**src/rtl/shift_reg_univ.sv**
```systemverilog
// shift_reg_univ: w-bit universal shift register
// with a shift counter and one-cycle frame strobe.
module shift_reg_univ #(
  parameter int w = 8,
  localparam int cw = $clog2(w)
) (
  input  logic          clk,
  input  logic          reset,
  input  logic          en,
  input  logic [2:0]    mode,
  input  logic          ser_in_msb,
  input  logic          ser_in_lsb,
  input  logic [w-1:0]  par_in,
  output logic [w-1:0]  par_out,
  output logic          ser_out_lsb,
  output logic          ser_out_msb,
  output logic [cw-1:0] shift_cnt,
  output logic          frame_done
);

  typedef enum logic [2:0] {
    HOLD = 3'd0,
    SHR  = 3'd1,
    SHL  = 3'd2,
    ROR  = 3'd3,
    ROL  = 3'd4,
    LOAD = 3'd5,
    CLR  = 3'd6,
    ASR  = 3'd7
  } mode_e;

  localparam logic [cw-1:0] cnt_last = cw'(w - 1);

  mode_e         m;
  logic [w-1:0]  q;
  logic [w-1:0]  q_nxt;
  logic [cw-1:0] cnt;
  logic          fd;
  logic          is_shift;
  logic          is_clr;
  logic          wrap;

  assign m    = mode_e'(mode);
  assign wrap = (cnt == cnt_last);

  always_comb begin
    q_nxt    = q;
    is_shift = 1'b0;
    is_clr   = 1'b0;
    unique case (m)
      HOLD: ;
      SHR: begin
        q_nxt    = {ser_in_msb, q[w-1:1]};
        is_shift = 1'b1;
      end
      SHL: begin
        q_nxt    = {q[w-2:0], ser_in_lsb};
        is_shift = 1'b1;
      end
      ROR: begin
        q_nxt    = {q[0], q[w-1:1]};
        is_shift = 1'b1;
      end
      ROL: begin
        q_nxt    = {q[w-2:0], q[w-1]};
        is_shift = 1'b1;
      end
      LOAD: begin
        q_nxt  = par_in;
        is_clr = 1'b1;
      end
      CLR: begin
        q_nxt  = '0;
        is_clr = 1'b1;
      end
      ASR: begin
        q_nxt    = {q[w-1], q[w-1:1]};
        is_shift = 1'b1;
      end
    endcase
  end

  // Counter wraps at w-1, so non-power-of-two widths frame correctly.
  always_ff @(posedge clk or posedge reset) begin
    if (reset) begin
      q   <= '0;
      cnt <= '0;
      fd  <= 1'b0;
    end else if (!en) begin
      fd <= 1'b0;
    end else begin
      q  <= q_nxt;
      fd <= is_shift && wrap;
      if (is_clr)
        cnt <= '0;
      else if (is_shift)
        cnt <= wrap ? '0 : cnt + cw'(1);
    end
  end

  assign par_out     = q;
  assign ser_out_lsb = q[0];
  assign ser_out_msb = q[w-1];
  assign shift_cnt   = cnt;
  assign frame_done  = fd;

endmodule

```
**config.mk**
```make
export PLATFORM = sky130hd
export DESIGN_NAME = shift_reg_univ
export DESIGN_NICKNAME = d
export VERILOG_FILES = /design/src/rtl/shift_reg_univ.sv
export SDC_FILE = /design/constraint.sdc
export NUM_CORES = 1
export LEC_CHECK = 0
export ABC_AREA = 0
export CAP_MARGIN = 20
export CORE_UTILIZATION = 44
export DETAILED_ROUTE_END_ITERATION = 10
export PLACE_DENSITY = 0.88
export SYNTH_ARGS = -nofsm -noshare
export SYNTH_HDL_FRONTEND = slang
export SYNTH_SLANG_ARGS = --single-unit
export TNS_END_PERCENT = 100
```
**constraint.sdc**
```tcl
create_clock -name clk -period 1.6 [get_ports clk]
set_input_delay 0.48 -clock clk [delete_from_list [all_inputs] [get_ports clk]]
set_output_delay 0.48 -clock clk [all_outputs]
set_load 0.01 [all_outputs]
```
== Word level (Yosys, flattened, before mapping) ==
Cells that the tools add are included.

* Register bits after elaboration: 12
* Memory bits (read-only): 0
* Bits in latches: 0
* Bits in writable memories: 0
* Memories: 0
* Bits of input ports: 16
* Logic and storage cells: 30

* Multiply operators: 0
* Divide/modulo/power cells: 0
* Equality and inequality tests: 8
* Reductions and logical operators: 9
* Add/subtract/negate cells: 1
* Bitwise operators: 1
* Shift-type cells: 0
* Mux-type cells: 7
* Order comparisons: 0

{| class="wikitable"
|+ Operators by type and width
! cell !! number
|-
| 8-bit one-hot mux with 7 select lines || 1
|-
| 3-bit == test (second input constant) || 5
|-
| 3-bit two-way mux || 3
|-
| 7-bit nonzero test || 1
|-
| 3-bit by 2-bit == test with 1-bit output (second input constant) || 2
|-
| 6-bit nonzero test || 1
|-
| 5-bit OR reduction || 1
|-
| 2-bit AND reduction || 2
|-
| 3-bit by 1-bit adder with 3-bit output (second input constant) || 1
|-
| 3-bit by 1-bit == test with 1-bit output (second input constant) || 1
|-
| 1-bit two-way mux || 3
|-
| 3-bit AND reduction || 1
|-
| 2-bit nonzero test || 1
|-
| 2-bit OR reduction || 1
|-
| 1-bit logical AND || 1
|-
| 1-bit NOT || 1
|}

== Logic depth before layout (Yosys ltp) ==
* Depth after elaboration: 5
* Mapped depth: 5

== Least setup slack after synthesis ==
Ideal clock, no wire load.

* Path kind: input port to flip-flop
* Start: in mode[2]
* End: reg q[1], in the netlist par_out[1]
* Arrival: 1.243 ns
* Required time: 1.474 ns
* Stages: 4
* Slack: 0.231 ns
* Cell sequence: buf_6 -> xor2_2 -> a31o_1 -> o32a_1

* Longest elaborated chain between the ends: 3

{| class="wikitable"
|+ Ends and longest elaborated chain
! what !! line !! source
|-
| from (decl) || 10 || <nowiki>input logic [2:0] mode,</nowiki>
|-
| 3-bit == test, or another cell as far along || 50 || <nowiki>unique case (m)</nowiki>
|-
| 7-bit nonzero test (no line) || n/a ||
|-
| 2-bit AND reduction (no line) || n/a ||
|-
| to (signal assigned) || 92 || <nowiki>q <= q_nxt;</nowiki>
|-
| to (decl) || 35 || <nowiki>logic [w-1:0] q;</nowiki>
|}

Several ways; a longest one is shown, not always the timed one.
A chain may end at the register's enable or synchronous reset.

== Worst setup path in the final report ==
* Start: reg q[7], in the netlist par_out[7]
* End: out ser_out_msb

{| class="wikitable"
|+ RTL lines
! what !! line !! source
|-
| to (decl) || 16 || <nowiki>output logic ser_out_msb,</nowiki>
|}

No word-level cell between the ends.

==> flow_summary_export.csv <==
group,metric,value,unit
outcome,outcome,"completed",
synth,synth_top_cell_by_area,"sky130_fd_sc_hd__dfrtp_1",
synth,synth-simple-area-share,16.7,%
critical_path,start_kind,"flip-flop",
placed_design,io_port_bufs,29,
synth,syn_avg_cell_area,9.61,µm²
sta,tightestPinTransition,0.464,ns
critical_path,critical_path_fanouts_max,4,
drt,antenna_violating_nets_post_route,0,
sta,final_hold_viol_count,0,
clock_network,clock_latency,0.28,ns
die,core_region_area,1820,µm²
die,die_area,2210,µm²
synth,netlist_top_cells_count,"sky130_fd_sc_hd__dfrtp_1 (12), sky130_fd_sc_hd__inv_1 (7), sky130_fd_sc_hd__nand3_1 (7), sky130_fd_sc_hd__nor2_1 (7)",
synth,synth_compound_area_share,27.9,%
layout,utilization,72.4,%
placed_design,gpl.final_weighted_congestion,0.842,
synth,yosysWarnings,0,
placed_design,placement_stage_cell_area,1220,µm²
clock_network,clock_tree.htree_level_count,1,
clock_network,cts_buffers,3,
synth,synth_fp_nets,111,
global_routing,pin_count_of_the_biggest_net_entering_global_routing,13,
drt,route.final.wire_length,2500,µm
die,die_width,47.1,µm
drt,post_drt_via_cell_ratio,5.66,
sta,totalNegativeSetupSlack,0,ns
placed_design,dpl.cell_count,150,
sta,period_share,96.0,%
drt,remaining_drc_errors,0,
layout,post_layout_nonfiller_instances,161,
synth,most_frequently_used_cell_type_in_the_post_synthesis_netlist,"sky130_fd_sc_hd__dfrtp_1",
clock_network,cts_tree,"yes",
placed_design,dp.final_hpwl,1790,µm
critical_path,worst_setup_path_type,"flip-flop to output port",
sta,finalSetupViolations,0,
die,initial_core_util,49.1,%
drt,wl_per_cell,15.5,µm
synth,ys_ff_latch,12,
synth,post_synthesis_xor_xnor_area_fraction,2.80,%
power,p_leak,0.628,nW
sta,relSlewSlack,69.0,%
clock_network,cts.root.buffer_cell,"sky130_fd_sc_hd__clkbuf_4",
synth,ys_async_rst_share,100,%
layout,final_nets,155,
synth,synth.top_cells.by_area,"sky130_fd_sc_hd__dfrtp_1 (34%), sky130_fd_sc_hd__buf_6 (5.0%), sky130_fd_sc_hd__nand3_1 (3.9%)",
drt,drt_first_iter_violations,43,
clock_network,cts_num_sinks,12,
die,io-pin-count,30,
synth,synth_top_cell_area_share,33.6,%
critical_path,critPathRequiredTime,1.12,ns
power,power.ir.vdd_worst,517,µV
layout,diodes,0,
layout,post_route_cells_drive_above_1_share,26.5,%
synth,portion_of_netlist_area_occupied_by_mux_cells,3.50,%
synth,synthesis.instances,93,
global_routing,first_pass_grt_wire_length,4000,µm
global_routing,grt_overflow_total,0,
global_routing,first_global_vias,881,
synth,synth_flop_cell,"sky130_fd_sc_hd__dfrtp_1",
synth,synth_cell_types,38,
synth,yosys.area_share.adder,2.80,%
sta,unrepaired_setup_endpoints_after_global_routing,"false",
global_routing,globalRouteTotalUtil,26.5,%
die,fp.dieH,47.1,µm
sta,finalMaxSlewViolations,0,
drt,drt-pass1-iter-count,4,
power,cellPowerDensity,889,nW/µm²
die,num_rows,15,
clock_network,count_of_hold_buffers_inserted_by_post_cts_repair,0,
sta,minimum_clock_period_after_layout,1.54,ns
power,fin_total_pwr,1.17,mW
sta,maximum_clock_rate,651,MHz
synth,post_syn_area,893,µm²
clock_network,cts_max_path_buffers,2,
synth,synth_enable_flop_cells,0,
layout,synthToLayoutAreaGrowth,47.5,%
critical_path,critical_path.endpoint_type,"output port",
clock_network,clk_transition_reported_paths,0.09,ns
job,drv_cap,0,
synth,main_combinational_cell_family_by_area_after_synthesis,"compound AO/OA/AOI/OAI gates",
sta,finClkSkew,0.00849,ns
worst_hold_path,hp-class,"input port to async pin",
global_routing,antenna_violations_before_repair,0,
synth,yosysSeqAreaShare,33.6,%
drt,via_total_after_detailed_routing,911,
layout,finalInstanceArea,1320,µm²
critical_path,worstPathArrival,1.06,ns
-- layer usage --
metal  global-route usage (%)  wire [µm]  up-vias
met5                        0          0        -
met4                     14.9         37        0
met3                     3.85        169        6
met2                     40.6       1220       56
met1                     35.8       1080      410
li1                         -          -      439
-- stage by stage --
| stage | hold slack, ns | setup WS, ns |
|---|---|---|
| after floorplan | 0.345 | 0.231 |
| after global placement | 0.522 | -0.260 |
| after detailed placement | 0.526 | -0.312 |
| after CTS | 0.526 | 0.00419 |
| after global routing | 0.552 | 0.0354 |
| final | 0.502 | 0.0644 |
-- state kept, by name (all words and copies together), names as in the netlist --
signal      flops
par_out         8
shift_cnt       3
frame_done      1
-- layout make-up --
class | instances | area (µm²)
fill | 137 | 503
multi-input combinational | 65 | 492
timing repair buffer | 48 | 432
sequential | 12 | 300
clock buffer | 4 | 36.3
tap | 25 | 31.3
inverter | 7 | 26.3
-- where the power goes --
part	internal, mW	switching, mW	total, mW	leakage, nW
sequential	0.367	0.0479	0.415	0.145
clock	0.138	0.112	0.251	0.0210
combinational	0.268	0.237	0.505	0.462
total	0.774	0.397	1.17	0.628
-- worst paths after layout --
check | slack [ns] | depth (start not counted) | start | endpoint
min | 0.50 | 2 | reset | par_out[4]
max in group asynchronous | 0.77 | 2 | reset | par_out[3]
max | 0.06 | 2 | par_out[7] | ser_out_msb
min in group clk | 0.54 | 1 | shift_cnt[1] | shift_cnt[1]
min reg2reg | 0.54 | 1 | shift_cnt[1] | shift_cnt[1]
max reg2reg | 0.39 | 3 | shift_cnt[0] | shift_cnt[2]
-- layout by cell type, fill, tap and decap left out, types with 2 or more instances in the layout --
cell type	netlist	layout
sky130_fd_sc_hd__dlymetal6s2s_1	0	2
sky130_fd_sc_hd__dfrtp_1	12	12
sky130_fd_sc_hd__and3_1	2	2
sky130_fd_sc_hd__ha_1	2	2
sky130_fd_sc_hd__a22o_1	3	3
sky130_fd_sc_hd__a31o_1	2	2
sky130_fd_sc_hd__a21o_1	2	2
sky130_fd_sc_hd__nor2_1	7	5
sky130_fd_sc_hd__nand2_1	4	4
sky130_fd_sc_hd__clkbuf_4	1	3
sky130_fd_sc_hd__o21ai_0	4	4
sky130_fd_sc_hd__o32a_1	2	2
sky130_fd_sc_hd__nand2_2	2	2
sky130_fd_sc_hd__nand3_1	7	7
sky130_fd_sc_hd__nor2_2	0	2
sky130_fd_sc_hd__inv_1	7	7
sky130_fd_sc_hd__clkdlybuf4s50_1	0	12
sky130_fd_sc_hd__a41oi_1	3	3
sky130_fd_sc_hd__buf_4	2	16
sky130_fd_sc_hd__a221o_1	2	2
sky130_fd_sc_hd__dlygate4sd2_1	0	14
sky130_fd_sc_hd__mux2i_1	2	2
sky130_fd_sc_hd__buf_6	4	3
sky130_fd_sc_hd__a21oi_1	2	2
sky130_fd_sc_hd__nand3b_1	2	2
-- critical path, cell delays in order, from the launching register on --
cell and delay [ns]:
sky130_fd_sc_hd__dfrtp_1 0.39, sky130_fd_sc_hd__buf_4 0.15, sky130_fd_sc_hd__clkdlybuf4s15_1 0.23
-- repair_timing --
action / CTS / global route
buffers inserted: 7 / 0
setup endpoints to repair: 18 / 13
resized for setup: 19 / 6
endpoints found under the hold margin: 0 / 0
pin swaps: 0 / 0
-- cell families (layout without fill, tap and decap cells) --
group,count (synthesis),in the layout
and+or+nand+nor,29,29
muxes,3,3
adders and majority gates,2,2
AOI/OAI and AO/OA,29,29
DFF,12,12
xor gates and xnor gates,2,2
buffers and inverters,16,59
Note: power is estimated with default switching activity, not from simulation.
